File: config.mk
export PLATFORM = sky130hd
export DESIGN_NAME = add_sched
export DESIGN_NICKNAME = d
export VERILOG_FILES = /design/src/rtl/add_sched.sv
export SDC_FILE = /design/constraint.sdc
export NUM_CORES = 1
export LEC_CHECK = 0
export ABC_AREA = 1
export CELL_PAD_IN_SITES_DETAIL_PLACEMENT = 0
export CELL_PAD_IN_SITES_GLOBAL_PLACEMENT = 1
export CORE_ASPECT_RATIO = 0.75
export CORE_MARGIN = 1
export CORE_UTILIZATION = 23
export CTS_CLUSTER_SIZE = 24
export DETAILED_ROUTE_END_ITERATION = 16
export PLACE_DENSITY = 0.72
export SYNTH_ARGS = -nofsm -noshare
export SYNTH_HDL_FRONTEND = slang
export SYNTH_SLANG_ARGS = --single-unit
File: constraint.sdc
create_clock -name clk_i -period 2.6 [get_ports clk_i]
set_input_delay 0.78 -clock clk_i [delete_from_list [all_inputs] [get_ports clk_i]]
set_output_delay 0.78 -clock clk_i [all_outputs]
set_load 0.01 [all_outputs]
File: src/rtl/add_sched.sv
// add_sched: round-robin scheduler sharing one fixed-point add unit among
// NUM_REQ requesters. Each cycle it grants at most one request and registers
// that request's operands onto the add inputs. It follows each issued
// operation through the adder latency with a tag pipeline, then returns the
// result tagged with the owning requester ID.
//
// Ports:
//   clk_i, rst_i         clock, synchronous active-high reset
//   req_valid_i          per-requester request valid
//   req_ready_o          per-requester grant (one-hot or zero)
//   req_in0_i/in1_i/u_i  packed operands, requester i at [i*W +: W]
//   req_s_add_i          per-requester mode bit
//   add_in0_o/in1_o/u_o  registered operands to the shared add
//   add_s_add_o          registered mode bit to the shared add
//   add_out0_i/out1_i    results from the shared add
//   rsp_valid_o          one-cycle response strobe
//   rsp_id_o             requester that owns the response
//   rsp_out0_o/out1_o    registered copies of the add results
module add_sched #(
    parameter int NUM_REQ         = 4,
    parameter int FIX_POINT_WIDTH = 16,
    parameter int ADD_LAT         = 1,
    parameter int ID_W            = 2
) (
    input  logic                               clk_i,
    input  logic                               rst_i,
    input  logic [NUM_REQ-1:0]                 req_valid_i,
    output logic [NUM_REQ-1:0]                 req_ready_o,
    input  logic [NUM_REQ*FIX_POINT_WIDTH-1:0] req_in0_i,
    input  logic [NUM_REQ*FIX_POINT_WIDTH-1:0] req_in1_i,
    input  logic [NUM_REQ*FIX_POINT_WIDTH-1:0] req_u_i,
    input  logic [NUM_REQ-1:0]                 req_s_add_i,
    output logic [FIX_POINT_WIDTH-1:0]         add_in0_o,
    output logic [FIX_POINT_WIDTH-1:0]         add_in1_o,
    output logic [FIX_POINT_WIDTH-1:0]         add_u_o,
    output logic                               add_s_add_o,
    input  logic [FIX_POINT_WIDTH-1:0]         add_out0_i,
    input  logic [FIX_POINT_WIDTH-1:0]         add_out1_i,
    output logic                               rsp_valid_o,
    output logic [ID_W-1:0]                    rsp_id_o,
    output logic [FIX_POINT_WIDTH-1:0]         rsp_out0_o,
    output logic [FIX_POINT_WIDTH-1:0]         rsp_out1_o
);

    localparam int W = FIX_POINT_WIDTH;

    logic [ID_W-1:0]    ptr_q, ptr_d;
    logic [NUM_REQ-1:0] grant;
    logic [ID_W-1:0]    grantId;
    logic               found;
    logic               handshake;
    int                 idx;
    logic [ID_W-1:0]    idxId;

    logic [W-1:0] in0Arr [NUM_REQ];
    logic [W-1:0] in1Arr [NUM_REQ];
    logic [W-1:0] uArr   [NUM_REQ];

    logic [W-1:0] add_in0_q, add_in0_d;
    logic [W-1:0] add_in1_q, add_in1_d;
    logic [W-1:0] add_u_q, add_u_d;
    logic         add_s_add_q, add_s_add_d;

    // Stage j holds the token for the operation whose add inputs were loaded
    // j cycles ago; stage ADD_LAT lines up with add_out holding its result.
    logic [ADD_LAT:0] tagValid_q;
    logic [ID_W-1:0]  tagId_q [ADD_LAT+1];

    logic         rsp_valid_q;
    logic [ID_W-1:0] rsp_id_q;
    logic [W-1:0] rsp_out0_q, rsp_out1_q;

    genvar g;
    generate
        for (g = 0; g < NUM_REQ; g++) begin : g_unpack
            assign in0Arr[g] = req_in0_i[g*W +: W];
            assign in1Arr[g] = req_in1_i[g*W +: W];
            assign uArr[g]   = req_u_i[g*W +: W];
        end
    endgenerate

    // Search starts at the priority pointer and wraps modulo NUM_REQ; the
    // first valid requester found wins. No grant is offered during reset.
    always_comb begin
        grant   = '0;
        grantId = '0;
        found   = 1'b0;
        idx     = 0;
        idxId   = '0;
        if (!rst_i) begin
            for (int k = 0; k < NUM_REQ; k++) begin
                idx   = (int'(ptr_q) + k) % NUM_REQ;
                idxId = ID_W'(idx);
                if (!found && req_valid_i[idxId]) begin
                    grant[idxId] = 1'b1;
                    grantId      = idxId;
                    found        = 1'b1;
                end
            end
        end
    end

    assign handshake   = |(grant & req_valid_i);
    assign req_ready_o = grant;

    // After a grant the pointer moves just past the winner so it becomes
    // lowest priority next time.
    always_comb begin
        ptr_d       = ptr_q;
        add_in0_d   = add_in0_q;
        add_in1_d   = add_in1_q;
        add_u_d     = add_u_q;
        add_s_add_d = add_s_add_q;
        if (handshake) begin
            ptr_d       = (grantId == ID_W'(NUM_REQ - 1)) ? '0 : grantId + ID_W'(1);
            add_in0_d   = in0Arr[grantId];
            add_in1_d   = in1Arr[grantId];
            add_u_d     = uArr[grantId];
            add_s_add_d = req_s_add_i[grantId];
        end
    end

    always_ff @(posedge clk_i) begin
        if (rst_i) begin
            ptr_q       <= '0;
            add_in0_q   <= '0;
            add_in1_q   <= '0;
            add_u_q     <= '0;
            add_s_add_q <= 1'b0;
        end else begin
            ptr_q       <= ptr_d;
            add_in0_q   <= add_in0_d;
            add_in1_q   <= add_in1_d;
            add_u_q     <= add_u_d;
            add_s_add_q <= add_s_add_d;
        end
    end

    // Reset clears every token so operations in flight never respond.
    always_ff @(posedge clk_i) begin
        if (rst_i) begin
            tagValid_q <= '0;
            for (int j = 0; j <= ADD_LAT; j++) begin
                tagId_q[j] <= '0;
            end
        end else begin
            tagValid_q[0] <= handshake;
            tagId_q[0]    <= grantId;
            for (int j = 1; j <= ADD_LAT; j++) begin
                tagValid_q[j] <= tagValid_q[j-1];
                tagId_q[j]    <= tagId_q[j-1];
            end
        end
    end

    // Data outputs only update for a valid token and hold otherwise.
    always_ff @(posedge clk_i) begin
        if (rst_i) begin
            rsp_valid_q <= 1'b0;
            rsp_id_q    <= '0;
            rsp_out0_q  <= '0;
            rsp_out1_q  <= '0;
        end else begin
            rsp_valid_q <= tagValid_q[ADD_LAT];
            if (tagValid_q[ADD_LAT]) begin
                rsp_id_q   <= tagId_q[ADD_LAT];
                rsp_out0_q <= add_out0_i;
                rsp_out1_q <= add_out1_i;
            end
        end
    end

    assign add_in0_o   = add_in0_q;
    assign add_in1_o   = add_in1_q;
    assign add_u_o     = add_u_q;
    assign add_s_add_o = add_s_add_q;
    assign rsp_valid_o = rsp_valid_q;
    assign rsp_id_o    = rsp_id_q;
    assign rsp_out0_o  = rsp_out0_q;
    assign rsp_out1_o  = rsp_out1_q;

endmodule

==> impl_metrics.toml <==
[grt]
grt_pass1_vias = 7629
grt_pass1_wl_um = 41790
gr-usage-all-layers_pct = 18.72
overflow = 0
antenna_found_initial = 0
grt_max_degree = 77

[clocking]
htreeDepth = 3
cts_buffers = 9
clock-root-buffer = "clkbuf_16"
cts_num_sinks = 92
cts_hold_buf = 0
cts_max_path_buffers = 2
insertion_delay_ps = 360
cts.reportedPaths.clkPinSlew_ps = 70
cts_tree = "yes"

[yosys]
synth_sequential_area_ratio_pct = 28.44
synth_cell_type_count = 24
synth_area_sq_um = 6476
yosysTopAreaCell = "dfxtp_1"
synth_edf_count = 0
synth_top_area_share_pct = 28.44
yosys-top-cells-count = "nand2_1, inv_1, nand3_1"
synthMostInstantiatedCell = "nand2_1"
yosys_warnings = 0
syn_area_per_cell_sq_um = 5.516
ys_seq_elements = 92
synth_flop_cell = "dfxtp_1"
syn_inst = 1174
synth-async-reset-ratio_pct = 0
syn-num-nets = 1416
ys_top_cells_by_area = "dfxtp_1, nand2_1, nand3_1, inv_1, nor2_1"

[floorplanning]
chipHeight_um = 147.3
core_area_sq_um = 27330
dieArea_sq_um = 28840
rows = 52
ioPinCount = 322
die_w_um = 195.8
initial_utilization_pct = 23.70

[route]
wl_per_cell_um = 14.59
vias = 7936
drt_pass1_iterations = 5
wl_um = 27210
ant_nets = 0
drc_errors = 0
drt-initial-drc-count = 369
via_per_inst = 4.255

[sta]
max_freq_ghz = 0.3679
postLayoutSetupSlackWorst_ps = -117.9
period_minus_slack_ps = 2718
setup_viol = 4
final_hold_viol_count = 0
rsz0062_at_grt = "true"
skew_ps = 3.620
slew_headroom_pct = 57.43
setup_tns_ps = -369.9
drv_slew = 0
tightest_slew_ps = 638.5
fin_crit_sh_pct = 104.5

[min_path]
hp-start = "tagId_q[0][1]"
min-delay-path-class = "register to register"
holdPathStages = 2
holdPathEnd = "tagId_q[1][1]"

[final_layout]
utilization_pct = 41.21
syn2layout_area_growth_pct = 73.88
nNetsFinal = 1750
multi_input_area_sq_um = 3441
drive_gt1_share_pct = 10.11
seqCellArea_sq_um = 1847
nFillCells = 2963
final_area_sq_um = 11260

[worst_setup_path]
start_kind = "input port"
path_class = "input port to output port"
arrival_ps = 1940
reg2reg_setup_slack_ps = 40
timing.rr.start = "ptr_q[0]"
cp_data_required_time_ps = 1820
crit_fanout = 7
rr_worst_depth = 20
reg2reg_to = "add_in1_o[0]"
crit_path_end_kind = "output port"

[outcome]
status = "complete, but fails checks"
violations = "negative setup slack"

[power_and_ir_drop]
max-vdd-ir-drop_uv = 687.2
power.leakage_uw = 0.005858
p_per_area_nw_per_um2 = 1099
power_uw = 12380

[placed_design]
gp_congestion = 0.8853
port_buffers = 321
place.detailed.hpwl_um = 19510
dpl_cell_area_sq_um = 10290

[job]
drv_cap = 0
==> registers in the layout, indices dropped and copies added (netlist names) <==
signal	count
rsp_id_o	2
add_in1_o	16
tagId_q	4
ptr_q	2
add_s_add_o	1
tagValid_q	2
rsp_valid_o	1
add_in0_o	16
rsp_out1_o	16
rsp_out0_o	16
add_u_o	16
==> worst max path at each step <==
| stage | startpoint | endpoint | slack (ps) | depth (start not counted) |
|---|---|---|---|---|
| 2_1_floorplan | rst_i | req_ready_o[0] | 50 | 6 |
| 3_3_place_gp | req_valid_i[2] | req_ready_o[0] | -950 | 12 |
| 3_5_place_dp | req_valid_i[3] | req_ready_o[1] | -970 | 13 |
| 4_1_cts | ptr_q[0] | req_ready_o[1] | -180 | 14 |
| 5_1_grt | ptr_q[0] | req_ready_o[3] | -200 | 13 |
| 6_report | req_valid_i[3] | req_ready_o[1] | -120 | 14 |
==> placed cells by master, fill, tap and decap left out, types with 2 or more instances in the layout <==
cell             synthesis  final
inv_4                    1      3
nor2_1                 176    170
buf_12                   0     20
buf_6                    5      6
o21ai_0                 37     37
clkbuf_16                0      9
a21oi_2                  0      2
nand2_1                286    269
nand3_1                214    210
nor2_4                   1      6
nand2_2                  6     20
ha_1                     8      6
inv_6                    0      4
inv_1                  264    258
buf_8                    0      3
clkdlybuf4s50_1          0    313
nand2_4                  3      6
buf_2                   35      3
nand3_4                  0      2
nor2_2                   1      2
a21oi_1                  5      3
dfxtp_1                 92     90
inv_2                    1      4
buf_16                   0      8
nand3_2                  2      4
clkinv_4                 0      2
nand4_1                  3      3
a21boi_2                 0      2
buf_4                    2     38
==> power by group <==
part	leakage, uW	switching (uW)	internal, uW
clock network	0.000153	623	781
logic	0.00495	4690	4200
registers	0.000756	225	1860
total	0.00586	5540	6840
==> per-stage QoR <==
stage,worst slack (ps),hold WS [ps],cells
global route,-198.7,422.2,1864
detailed placement,-970.3,393.5,1820
global placement,-947.1,394.8,1820
floorplan,47.72,388.3,1174
CTS,-179.5,403.3,1862
finish,-117.9,402.9,1865
==> kinds of logic after synthesis <==
logic type	after synthesis	share of synthesized area, %
and+or+nand+nor	693	45.60
adders and majority gates	8	1.546
DFF	92	28.44
AOI/OAI and AO/OA	44	3.477
buffers and inverters	337	20.94
==> critical path, stage by stage <==
cell,delay [ps]
buf_4,130
inv_1,50
nand2_1,50
nand3_2,110
nand2_4,80
nor2_4,150
buf_12,130
nand2_2,40
nor2_1,90
nor2_1,60
nand2_2,70
nand2_2,50
inv_2,50
buf_6,90
==> cell type report <==
class / count / area share [%]
diodes: 1 / 0.02222
repair buffers: 392 / 37.29
multi-input cells: 745 / 30.56
well taps: 351 / 3.900
inverters: 268 / 9.089
flip-flops and latches: 92 / 16.40
clock inverters: 6 / 0.6222
clock buffers: 10 / 2.122
==> metal layers <==
metal	share of wire [%]	vias to the layer above	global-route usage (%)
li1	-	4146	-
met4	2.0	0	5.313
met1	46	3489	23.77
met2	43	268	29.11
met3	9.3	33	7.576
met5	0	-	0
==> timing repair <==
item,4_1_cts,5_1_grt
cloned,9,0
setup buffers,20,4
gates resized for setup,82,30
setup endpoints to repair,55,58
pin swaps,26,14
(Power assumes the default switching activity.)
